$ cat src/rtl/mod_148_4_4_clk_timer_pkg.sv
// Shared definitions for the clocked PLCA/beacon timer set: state encodings,
// default cycle counts and a length-legality helper used at elaboration.
package mod_148_4_4_clk_timer_pkg;

   typedef enum logic [1:0] {
      TMR_IDLE    = 2'b00,
      TMR_RUN     = 2'b01,
      TMR_EXPIRED = 2'b10
   } tmr_state_e;

   // Default timer lengths in clocks at a 40 ns clock period.
   localparam int DEF_CLK_PERIOD_NS     = 40;
   localparam int DEF_CNT_W             = 9;
   localparam int DEF_BEACON_CYC        = 50;   // 2000 ns
   localparam int DEF_BEACON_DET_CYC    = 55;   // 2200 ns
   localparam int DEF_INVALID_BEACON_CYC = 100; // 4000 ns
   localparam int DEF_BURST_CYC         = 320;  // 12800 ns
   localparam int DEF_TO_CYC            = 80;   // 3200 ns

   // A timer length must be at least one clock and fit the counter (N-1 loaded).
   function automatic bit cyc_len_ok(input int n, input int cnt_w);
      return (n >= 1) && (n <= ((1 << cnt_w) - 1));
   endfunction

endpackage

$ cat src/rtl/mod_148_4_4_clk_timer_if.sv
// Start/stop request and done/not_done status bundle for the five timers.
// master: control state machines; slave: the timer block.
interface mod_148_4_4_clk_timer_if;
   import mod_148_4_4_clk_timer_pkg::*;

   logic start_beacon_timer;
   logic start_beacon_det_timer;
   logic start_invalid_beacon_timer;
   logic start_burst_timer;
   logic start_to_timer;

   logic stop_beacon_timer;
   logic stop_beacon_det_timer;
   logic stop_invalid_beacon_timer;
   logic stop_burst_timer;
   logic stop_to_timer;

   logic beacon_timer_done;
   logic beacon_det_timer_done;
   logic invalid_beacon_timer_done;
   logic burst_timer_done;
   logic to_timer_done;

   logic beacon_timer_not_done;
   logic beacon_det_timer_not_done;
   logic invalid_beacon_timer_not_done;
   logic burst_timer_not_done;
   logic to_timer_not_done;

   modport master (
      output start_beacon_timer, start_beacon_det_timer, start_invalid_beacon_timer,
             start_burst_timer, start_to_timer,
             stop_beacon_timer, stop_beacon_det_timer, stop_invalid_beacon_timer,
             stop_burst_timer, stop_to_timer,
      input  beacon_timer_done, beacon_det_timer_done, invalid_beacon_timer_done,
             burst_timer_done, to_timer_done,
             beacon_timer_not_done, beacon_det_timer_not_done, invalid_beacon_timer_not_done,
             burst_timer_not_done, to_timer_not_done
   );

   modport slave (
      input  start_beacon_timer, start_beacon_det_timer, start_invalid_beacon_timer,
             start_burst_timer, start_to_timer,
             stop_beacon_timer, stop_beacon_det_timer, stop_invalid_beacon_timer,
             stop_burst_timer, stop_to_timer,
      output beacon_timer_done, beacon_det_timer_done, invalid_beacon_timer_done,
             burst_timer_done, to_timer_done,
             beacon_timer_not_done, beacon_det_timer_not_done, invalid_beacon_timer_not_done,
             burst_timer_not_done, to_timer_not_done
   );

endinterface

$ cat src/rtl/mod_148_4_4_clk_timer_unit.sv
// Single N-clock timer: IDLE / RUN / EXPIRED with registered done/not_done.
// Start (or restart) wins over stop and over a same-edge expiry.
module mod_148_timer_unit
   import mod_148_4_4_clk_timer_pkg::*;
#(
   parameter int N     = DEF_BEACON_CYC,
   parameter int CNT_W = DEF_CNT_W
) (
   input  logic clk,
   input  logic reset_n,
   input  logic start,
   input  logic stop,
   output logic done,
   output logic not_done
);

   localparam logic [CNT_W-1:0] RELOAD = CNT_W'(N - 1);

   generate
      if (!cyc_len_ok(N, CNT_W)) begin : g_bad_len
         $error("mod_148_timer_unit: N=%0d is not legal for CNT_W=%0d", N, CNT_W);
      end
   endgenerate

   tmr_state_e       state_q, state_d;
   logic [CNT_W-1:0] cnt_q, cnt_d;
   logic             done_q, done_d;
   logic             not_done_q, not_done_d;

   // Next state, counter and status; counter holds at zero, never wraps.
   always_comb begin
      state_d = state_q;
      cnt_d   = cnt_q;
      if (start) begin
         state_d = TMR_RUN;
         cnt_d   = RELOAD;
      end else if (stop) begin
         state_d = TMR_IDLE;
         cnt_d   = '0;
      end else begin
         case (state_q)
            TMR_RUN: begin
               if (cnt_q == '0) begin
                  state_d = TMR_EXPIRED;
               end else begin
                  cnt_d = cnt_q - CNT_W'(1);
               end
            end
            TMR_EXPIRED: state_d = TMR_EXPIRED;
            TMR_IDLE:    state_d = TMR_IDLE;
            default: begin
               state_d = TMR_IDLE;
               cnt_d   = '0;
            end
         endcase
      end
      done_d     = (state_d == TMR_EXPIRED);
      not_done_d = (state_d == TMR_RUN);
   end

   // State, counter and status registers; reset aborts any run at once.
   always_ff @(posedge clk or negedge reset_n) begin
      if (!reset_n) begin
         state_q    <= TMR_IDLE;
         cnt_q      <= '0;
         done_q     <= 1'b0;
         not_done_q <= 1'b0;
      end else begin
         state_q    <= state_d;
         cnt_q      <= cnt_d;
         done_q     <= done_d;
         not_done_q <= not_done_d;
      end
   end

   assign done     = done_q;
   assign not_done = not_done_q;

endmodule

$ cat src/rtl/mod_148_4_4_clk_timer.sv
// Clocked PLCA/beacon timer set: five independent timer units wired to the
// request/status interface, plus elaboration-time parameter checks.
module mod_148_4_4_clk_timer
   import mod_148_4_4_clk_timer_pkg::*;
#(
   parameter int CLK_PERIOD_NS      = DEF_CLK_PERIOD_NS,
   parameter int CNT_W              = DEF_CNT_W,
   parameter int BEACON_CYC         = DEF_BEACON_CYC,
   parameter int BEACON_DET_CYC     = DEF_BEACON_DET_CYC,
   parameter int INVALID_BEACON_CYC = DEF_INVALID_BEACON_CYC,
   parameter int BURST_CYC          = DEF_BURST_CYC,
   parameter int TO_CYC             = DEF_TO_CYC
) (
   input logic                     clk,
   input logic                     reset_n,
   mod_148_4_4_clk_timer_if.slave  tif
);

   generate
      if (CLK_PERIOD_NS <= 0) begin : g_bad_period
         $error("mod_148_4_4_clk_timer: CLK_PERIOD_NS must be positive");
      end
      if (!cyc_len_ok(BEACON_CYC, CNT_W) || !cyc_len_ok(BEACON_DET_CYC, CNT_W) ||
          !cyc_len_ok(INVALID_BEACON_CYC, CNT_W) || !cyc_len_ok(BURST_CYC, CNT_W) ||
          !cyc_len_ok(TO_CYC, CNT_W)) begin : g_bad_len
         $error("mod_148_4_4_clk_timer: a timer length is 0 or exceeds 2^CNT_W-1");
      end
   endgenerate

   mod_148_timer_unit #(.N(BEACON_CYC), .CNT_W(CNT_W)) u_beacon (
      .clk(clk), .reset_n(reset_n),
      .start(tif.start_beacon_timer), .stop(tif.stop_beacon_timer),
      .done(tif.beacon_timer_done), .not_done(tif.beacon_timer_not_done)
   );

   mod_148_timer_unit #(.N(BEACON_DET_CYC), .CNT_W(CNT_W)) u_beacon_det (
      .clk(clk), .reset_n(reset_n),
      .start(tif.start_beacon_det_timer), .stop(tif.stop_beacon_det_timer),
      .done(tif.beacon_det_timer_done), .not_done(tif.beacon_det_timer_not_done)
   );

   mod_148_timer_unit #(.N(INVALID_BEACON_CYC), .CNT_W(CNT_W)) u_invalid_beacon (
      .clk(clk), .reset_n(reset_n),
      .start(tif.start_invalid_beacon_timer), .stop(tif.stop_invalid_beacon_timer),
      .done(tif.invalid_beacon_timer_done), .not_done(tif.invalid_beacon_timer_not_done)
   );

   mod_148_timer_unit #(.N(BURST_CYC), .CNT_W(CNT_W)) u_burst (
      .clk(clk), .reset_n(reset_n),
      .start(tif.start_burst_timer), .stop(tif.stop_burst_timer),
      .done(tif.burst_timer_done), .not_done(tif.burst_timer_not_done)
   );

   mod_148_timer_unit #(.N(TO_CYC), .CNT_W(CNT_W)) u_to (
      .clk(clk), .reset_n(reset_n),
      .start(tif.start_to_timer), .stop(tif.stop_to_timer),
      .done(tif.to_timer_done), .not_done(tif.to_timer_not_done)
   );

endmodule

$ cat src/flat_wrapper.sv
// flat-port wrapper written by rule: the top's interface ports become plain ports
module mod_148_4_4_clk_timer_flat import mod_148_4_4_clk_timer_pkg::*;
#(
   parameter int CLK_PERIOD_NS      = DEF_CLK_PERIOD_NS,
   parameter int CNT_W              = DEF_CNT_W,
   parameter int BEACON_CYC         = DEF_BEACON_CYC,
   parameter int BEACON_DET_CYC     = DEF_BEACON_DET_CYC,
   parameter int INVALID_BEACON_CYC = DEF_INVALID_BEACON_CYC,
   parameter int BURST_CYC          = DEF_BURST_CYC,
   parameter int TO_CYC             = DEF_TO_CYC
)
  (clk, reset_n, tif_start_beacon_timer, tif_start_beacon_det_timer, tif_start_invalid_beacon_timer, tif_start_burst_timer, tif_start_to_timer, tif_stop_beacon_timer, tif_stop_beacon_det_timer, tif_stop_invalid_beacon_timer, tif_stop_burst_timer, tif_stop_to_timer, tif_beacon_timer_done, tif_beacon_det_timer_done, tif_invalid_beacon_timer_done, tif_burst_timer_done, tif_to_timer_done, tif_beacon_timer_not_done, tif_beacon_det_timer_not_done, tif_invalid_beacon_timer_not_done, tif_burst_timer_not_done, tif_to_timer_not_done);
  mod_148_4_4_clk_timer_if tif_i ();
  input logic clk;
  input logic reset_n;
  input wire logic [$bits(tif_i.start_beacon_timer)-1:0] tif_start_beacon_timer;
  input wire logic [$bits(tif_i.start_beacon_det_timer)-1:0] tif_start_beacon_det_timer;
  input wire logic [$bits(tif_i.start_invalid_beacon_timer)-1:0] tif_start_invalid_beacon_timer;
  input wire logic [$bits(tif_i.start_burst_timer)-1:0] tif_start_burst_timer;
  input wire logic [$bits(tif_i.start_to_timer)-1:0] tif_start_to_timer;
  input wire logic [$bits(tif_i.stop_beacon_timer)-1:0] tif_stop_beacon_timer;
  input wire logic [$bits(tif_i.stop_beacon_det_timer)-1:0] tif_stop_beacon_det_timer;
  input wire logic [$bits(tif_i.stop_invalid_beacon_timer)-1:0] tif_stop_invalid_beacon_timer;
  input wire logic [$bits(tif_i.stop_burst_timer)-1:0] tif_stop_burst_timer;
  input wire logic [$bits(tif_i.stop_to_timer)-1:0] tif_stop_to_timer;
  output wire logic [$bits(tif_i.beacon_timer_done)-1:0] tif_beacon_timer_done;
  output wire logic [$bits(tif_i.beacon_det_timer_done)-1:0] tif_beacon_det_timer_done;
  output wire logic [$bits(tif_i.invalid_beacon_timer_done)-1:0] tif_invalid_beacon_timer_done;
  output wire logic [$bits(tif_i.burst_timer_done)-1:0] tif_burst_timer_done;
  output wire logic [$bits(tif_i.to_timer_done)-1:0] tif_to_timer_done;
  output wire logic [$bits(tif_i.beacon_timer_not_done)-1:0] tif_beacon_timer_not_done;
  output wire logic [$bits(tif_i.beacon_det_timer_not_done)-1:0] tif_beacon_det_timer_not_done;
  output wire logic [$bits(tif_i.invalid_beacon_timer_not_done)-1:0] tif_invalid_beacon_timer_not_done;
  output wire logic [$bits(tif_i.burst_timer_not_done)-1:0] tif_burst_timer_not_done;
  output wire logic [$bits(tif_i.to_timer_not_done)-1:0] tif_to_timer_not_done;
  assign tif_i.start_beacon_timer = tif_start_beacon_timer;
  assign tif_i.start_beacon_det_timer = tif_start_beacon_det_timer;
  assign tif_i.start_invalid_beacon_timer = tif_start_invalid_beacon_timer;
  assign tif_i.start_burst_timer = tif_start_burst_timer;
  assign tif_i.start_to_timer = tif_start_to_timer;
  assign tif_i.stop_beacon_timer = tif_stop_beacon_timer;
  assign tif_i.stop_beacon_det_timer = tif_stop_beacon_det_timer;
  assign tif_i.stop_invalid_beacon_timer = tif_stop_invalid_beacon_timer;
  assign tif_i.stop_burst_timer = tif_stop_burst_timer;
  assign tif_i.stop_to_timer = tif_stop_to_timer;
  assign tif_beacon_timer_done = tif_i.beacon_timer_done;
  assign tif_beacon_det_timer_done = tif_i.beacon_det_timer_done;
  assign tif_invalid_beacon_timer_done = tif_i.invalid_beacon_timer_done;
  assign tif_burst_timer_done = tif_i.burst_timer_done;
  assign tif_to_timer_done = tif_i.to_timer_done;
  assign tif_beacon_timer_not_done = tif_i.beacon_timer_not_done;
  assign tif_beacon_det_timer_not_done = tif_i.beacon_det_timer_not_done;
  assign tif_invalid_beacon_timer_not_done = tif_i.invalid_beacon_timer_not_done;
  assign tif_burst_timer_not_done = tif_i.burst_timer_not_done;
  assign tif_to_timer_not_done = tif_i.to_timer_not_done;
  mod_148_4_4_clk_timer #(.CLK_PERIOD_NS(CLK_PERIOD_NS), .CNT_W(CNT_W), .BEACON_CYC(BEACON_CYC), .BEACON_DET_CYC(BEACON_DET_CYC), .INVALID_BEACON_CYC(INVALID_BEACON_CYC), .BURST_CYC(BURST_CYC), .TO_CYC(TO_CYC)) u_core (.clk(clk), .reset_n(reset_n), .tif(tif_i));
endmodule
$ cat config.mk
export PLATFORM = sky130hd
export DESIGN_NAME = mod_148_4_4_clk_timer_flat
export DESIGN_NICKNAME = d
export VERILOG_FILES = /design/src/rtl/mod_148_4_4_clk_timer_pkg.sv /design/src/rtl/mod_148_4_4_clk_timer_if.sv /design/src/rtl/mod_148_4_4_clk_timer_unit.sv /design/src/rtl/mod_148_4_4_clk_timer.sv /design/src/flat_wrapper.sv
export SDC_FILE = /design/constraint.sdc
export NUM_CORES = 1
export LEC_CHECK = 0
export CORE_MARGIN = 4
export CORE_UTILIZATION = 35
export CTS_CLUSTER_SIZE = 25
export DETAILED_ROUTE_END_ITERATION = 8
export DONT_BUFFER_PORTS = 1
export PLACE_DENSITY = 0.51
export SYNTH_ARGS = -nofsm -noshare
export SYNTH_HDL_FRONTEND = slang
export SYNTH_SLANG_ARGS = --single-unit
$ cat constraint.sdc
create_clock -name clk -period 1.99 [get_ports clk]
set_input_delay 0.398 -clock clk [delete_from_list [all_inputs] [get_ports clk]]
set_output_delay 0.398 -clock clk [all_outputs]
set_load 0.05 [all_outputs]
After elaboration in Yosys (flattened, before gate mapping)

Cells that the tools add are included.

Output and inout port bits: 10
Logic and storage cells: 115
Register bits: 65

Multiplexer cells: 40
Eq/ne operators: 30
Reduce and logical (&&, ||, !) cells: 20
Add/subtract/negate cells: 5

Operators by type and width:

| kind                                                                  | number |
|---|---|
| 9-bit 2-to-1 mux                                                      | 15 |
| 9-bit case mux with 2 select lines                                    | 5 |
| 9-bit logical NOT                                                     | 5 |
| 9-bit by 1-bit subtractor with 9-bit output, second input constant    | 5 |
| 2-bit 2-to-1 mux                                                      | 15 |
| 2-bit by 1-bit equality test with 1-bit output, second input constant | 10 |
| 2-bit equality test, second input constant                            | 10 |
| 4-bit != test, second input constant                                  | 5 |
| 2-bit case mux with 2 select lines                                    | 5 |
| 3-bit by 1-bit != test with 1-bit output, second input constant       | 5 |
| 2-bit logical NOT                                                     | 5 |
| 2-bit AND reduction                                                   | 5 |
| 2-bit OR reduction                                                    | 5 |

Depth between registers and ports, before layout

Depth after elaboration: 6
Mapped depth: 7
Mapped depth without buffers: 6

Cells and area by module

From an unflattened synthesis, not the netlist that was laid out.

Cell total of the unflattened synthesis: 425
Area, all modules: 3,865.0 um^2

By module, submodules not included:

| module                                        | area each (um^2) | instances | cells an instance |
|---|---|---|---|
| mod_148_timer_unit at u_core.u_invalid_beacon | 797.0            | 1         | 87 |
| mod_148_timer_unit at u_core.u_burst          | 787.0            | 1         | 89 |
| mod_148_timer_unit at u_core.u_to             | 770.7            | 1         | 86 |
| mod_148_timer_unit at u_core.u_beacon_det     | 768.2            | 1         | 84 |
| mod_148_timer_unit at u_core.u_beacon         | 742.0            | 1         | 79 |

Worst setup path before layout

OpenSTA, ideal clock, no wires.

Kind: register to register
Start point: register u_core.u_to.state_q[1]
End point: register u_core.u_to.cnt_q[7]
Arrival time: 1.794 ns
Required time: 1.898 ns
Period minus slack after synthesis: 1.885 ns
Setup time: 0.092 ns
Stages on the path, launching flop included: 7
Path slack: 0.105 ns
Cell sequence: dfrtp_1 > inv_1 > ha_1 > or3b_1 > buf_2 > or4_4 > o31ai_2

Word-level cells in the longest chain between the ends: 5
Elaborated cells on any way between the ends: 10

RTL lines:

| item                                                     | line                             | RTL |
|---|---|---|
| start: declaration                                       | mod_148_4_4_clk_timer_unit.sv:25 | `tmr_state_e state_q, state_d;` |
| start signal: assignment                                 | mod_148_4_4_clk_timer_unit.sv:69 | `state_q <= state_d;` |
| 2-bit equality test or 2-bit logical NOT (tied branches) | mod_148_4_4_clk_timer_unit.sv:41 | `case (state_q)` |
| 2-bit OR reduction (no line)                             | n/a                              |  |
| 9-bit case mux with 2 select lines                       | mod_148_4_4_clk_timer_unit.sv:41 |  |
| 9-bit 2-to-1 mux                                         | mod_148_4_4_clk_timer_unit.sv:37 | `end else if (stop) begin` |
| 9-bit 2-to-1 mux                                         | mod_148_4_4_clk_timer_unit.sv:34 | `if (start) begin` |
| end signal: assignment                                   | mod_148_4_4_clk_timer_unit.sv:70 | `cnt_q <= cnt_d;` |
| end: declaration                                         | mod_148_4_4_clk_timer_unit.sv:26 | `logic [CNT_W-1:0] cnt_q, cnt_d;` |

Parallel ways exist; a longest one is shown, timed or not.
A chain may end at the register's enable or synchronous reset.

Worst setup path in the final report

Start point: register u_core.u_burst.cnt_q[2]
End point: register u_core.u_burst.cnt_q[5]

Word-level cells in the longest chain between the ends: 5
Elaborated cells on any way between the ends: 8

RTL lines:

| item                                        | line                             | RTL |
|---|---|---|
| start: declaration                          | mod_148_4_4_clk_timer_unit.sv:26 |  |
| start signal: assignment                    | mod_148_4_4_clk_timer_unit.sv:70 |  |
| 9-bit by 1-bit subtractor with 9-bit output | mod_148_4_4_clk_timer_unit.sv:46 | `cnt_d = cnt_q - CNT_W'(1);` |
| 9-bit 2-to-1 mux                            | mod_148_4_4_clk_timer_unit.sv:43 | `if (cnt_q == '0) begin` |
| 9-bit case mux with 2 select lines          | mod_148_4_4_clk_timer_unit.sv:41 |  |
| 9-bit 2-to-1 mux                            | mod_148_4_4_clk_timer_unit.sv:37 |  |
| 9-bit 2-to-1 mux                            | mod_148_4_4_clk_timer_unit.sv:34 |  |

Parallel ways exist; a longest one is shown, timed or not. The select of a mux whose other input is x is not followed.

==> impl_metrics.toml <==
[yosys]
syn_avg_cell_area_sq_um = 9.27
syn-instance-count = 412
synth_cell_types = 68
synth_seq_cells = 65
synth-seq-area-share_pct = 42.6
synthArstFlopShare_pct = 100
synth_edf_count = 0
ys.warnings.count = 0
yosys_most_used_dff = "dfrtp_1"
synth_area_sq_um = 3820
synth.net_count = 444

[floorplan]
fp.dieW_um = 112
io_pins = 22
rows = 37
chipHeight_um = 112
start_util_pct = 36.5
dieArea_sq_um = 12600
coreArea_sq_um = 10500

[critical_path]
r2r-start = "u_core.u_burst.cnt_q[2]"
critPathLaunchType = "flop"
cp_common_cell = "o21a_1"
crit_cells = 4
crit_required_ns = 2.22
rr_worst_depth = 4
worstSetupEndpointType = "flop"
cpPeakStageDelay_ns = 0.62
crit_family = "compound AO/OA/AOI/OAI gates"
r2r-end = "u_core.u_burst.cnt_q[5]"
cp.arrival_ns = 2.08
path_buf_inv = 0
path_max_fanout = 6
path_cells = "or4_1 > o21a_1 > o21a_1 > a211o_1"
reg2reg_slack_ns = 0.14
worst_path_max_delay_cell = "or4_1"
startpoint = "u_core.u_burst.cnt_q[2]"
critical_path.endpoint = "u_core.u_burst.cnt_q[5]"
path_class = "reg -> reg"

[drt]
ant_nets = 0
wl_um = 8630
wl_per_cell_um = 15.0
post-route-drc-count = 0
drtIter0Drc = 235
vias = 3183
viasPerCell = 5.55
drtPass1Iterations = 4

[timing]
slew_headroom_pct = 67.6
finalHoldViolCount = 0
drv_slew = 0
fmax_mhz = 541
post-route-min-period_ns = 1.85
setup_viol = 0
timing.final.crit_share_pct = 93.0
worst_pin_slew_ns = 0.486
skew_ns = 0.00566

[global_route]
antenna_found_initial = 0
grt_max_degree = 66
grt_pass1_vias = 3097
overflow = 0
grt_pass1_wl_um = 14600
grt_usage_pct = 13.9

[clocking]
numCtsBuffers = 9
clkLatencyLatePin_ns = 0.34
cts.clk_slew.worst_paths_ns = 0.07
tritoncts = "built"
htreeDepth = 3
clockBufferDepth = 2
cts.sinks = 65
clockRootBuffer = "clkbuf_8"

[finish]
diodes = 0
multi_input_area_sq_um = 2080
syn2layout_area_growth_pct = 14.2
fillers = 1054
stdcell_area_sq_um = 4360
post-route-util_pct = 41.7
final_common_cell = "dfrtp_1"
drive_gt1_share_pct = 14.8
seqCellArea_sq_um = 1630
final_cell_mix = "dfrtp_1, nor2_1, inv_1"
fin_nets = 467

[hold_path]
hp-class = "in -> reg"

[power_and_ir_drop]
p_leak_uw = 0.00188
ir_drop_mv = 0.302
p_per_area_nw_per_um2 = 713

[placed_design]
port_buffers = 0
hpwl_um = 6070
placed_area_sq_um = 4080
place_congestion = 0.824

[run_status]
outcome = "finished, final reports clean"

[job]
drv_cap = 0
## area by class of cell
cell class              instances  area share, %
multi-input cells             305           47.6
flip-flops and latches         65           37.3
repair buffers                 21           4.13
well taps                     136           3.90
clock buffers                  11           3.24
inverters                      33           2.84
clock inverters                 3          0.975
## registers in the layout, summed over array words and instances (netlist names), 2 cells and up
| signal | cells |
|---|---|
| u_core.u_to.cnt_q | 9 |
| u_core.u_burst.state_q | 2 |
| u_core.u_invalid_beacon.state_q | 2 |
| u_core.u_to.state_q | 2 |
| u_core.u_beacon_det.cnt_q | 9 |
| u_core.u_beacon_det.state_q | 2 |
| u_core.u_invalid_beacon.cnt_q | 9 |
| u_core.u_beacon.cnt_q | 9 |
| u_core.u_burst.cnt_q | 9 |
| u_core.u_beacon.state_q | 2 |
## logic make-up (layout without fill, tap and decap cells)
kind of cell	after synthesis	count (layout)	synth area share [%]
buffers and inverters	42	68	4.36
flip-flops	65	65	42.6
adder cells (fa/ha/maj)	20	20	6.55
AND/OR/NAND/NOR	151	151	22.1
multiplexers	8	8	2.16
AO/OA/AOI/OAI	126	126	22.2
## routing by layer
metal | wire length [um] | global-route usage [%] | vias up
met5 | 0 | 0 | -
met1 | 3910 | 17.3 | 1532
met2 | 4180 | 22.8 | 61
met3 | 424 | 4.47 | 12
met4 | 119 | 4.65 | 0
li1 | - | - | 1578
## how the worst min path moves through the flow
| stage | end | depth (start not counted) | slack (ns) | start |
|---|---|---|---|---|
| global placement | u_core.u_beacon.cnt_q[2] | 0 | 0.10 | reset_n |
| global route | u_core.u_burst.cnt_q[6] | 1 | 0.09 | tif_start_burst_timer |
| floorplan | u_core.u_beacon.cnt_q[0] | 0 | 0.10 | reset_n |
| finish | u_core.u_burst.cnt_q[6] | 1 | 0.12 | tif_start_burst_timer |
| CTS | u_core.u_burst.cnt_q[6] | 1 | 0.1 | tif_start_burst_timer |
| detailed placement | u_core.u_beacon.not_done | 0 | 0.11 | reset_n |
## cells in the mapped netlist, types with 6 or more instances
cell type   n  area (sq um)
mux2i_1     6          60.1
ha_1       20           250
nor3_1     12          60.1
o21ai_0    28           140
o21a_1      6          45.0
nand2_1    21          78.8
inv_1      33           124
a31oi_1    11          68.8
a21oi_1    27           135
or2_2       8          50.1
nand3_1     9          45.0
nor2_1     42           158
nor4_1      9          56.3
o211ai_1    7          52.6
dfrtp_1    65          1630
## report_power, final
group          leakage (uW)  total [uW]  switching, uW  internal [uW]
registers          0.000812        1510            116           1400
clock network     0.0000913        1090            489            597
logic              0.000978         514            287            227
total               0.00188        3110            891           2220
## repair_timing
item,CTS,global route
hold buffers,2,0
endpoints found under the hold margin,65,0
endpoints found under the setup margin,0,18
gates resized for setup,0,11
setup buffers,0,1
## stage by stage
step | hold WS [ns] | setup slack [ns] | total power [uW] | cells | TNS [ns]
after floorplan | 0.102 | 0.105 | 1870 | 412 | 0
after global placement | 0.105 | 0.122 | 2000 | 557 | 0
after detailed placement | 0.105 | 0.0650 | 2000 | 557 | 0
after CTS | 0.0961 | 0.0661 | 3150 | 573 | 0
after global routing | 0.0879 | -0.00838 | 3310 | 574 | -0.00887
final | 0.119 | 0.140 | 3110 | 574 | 0
No activity file was read; power rests on OpenSTA's default activity.
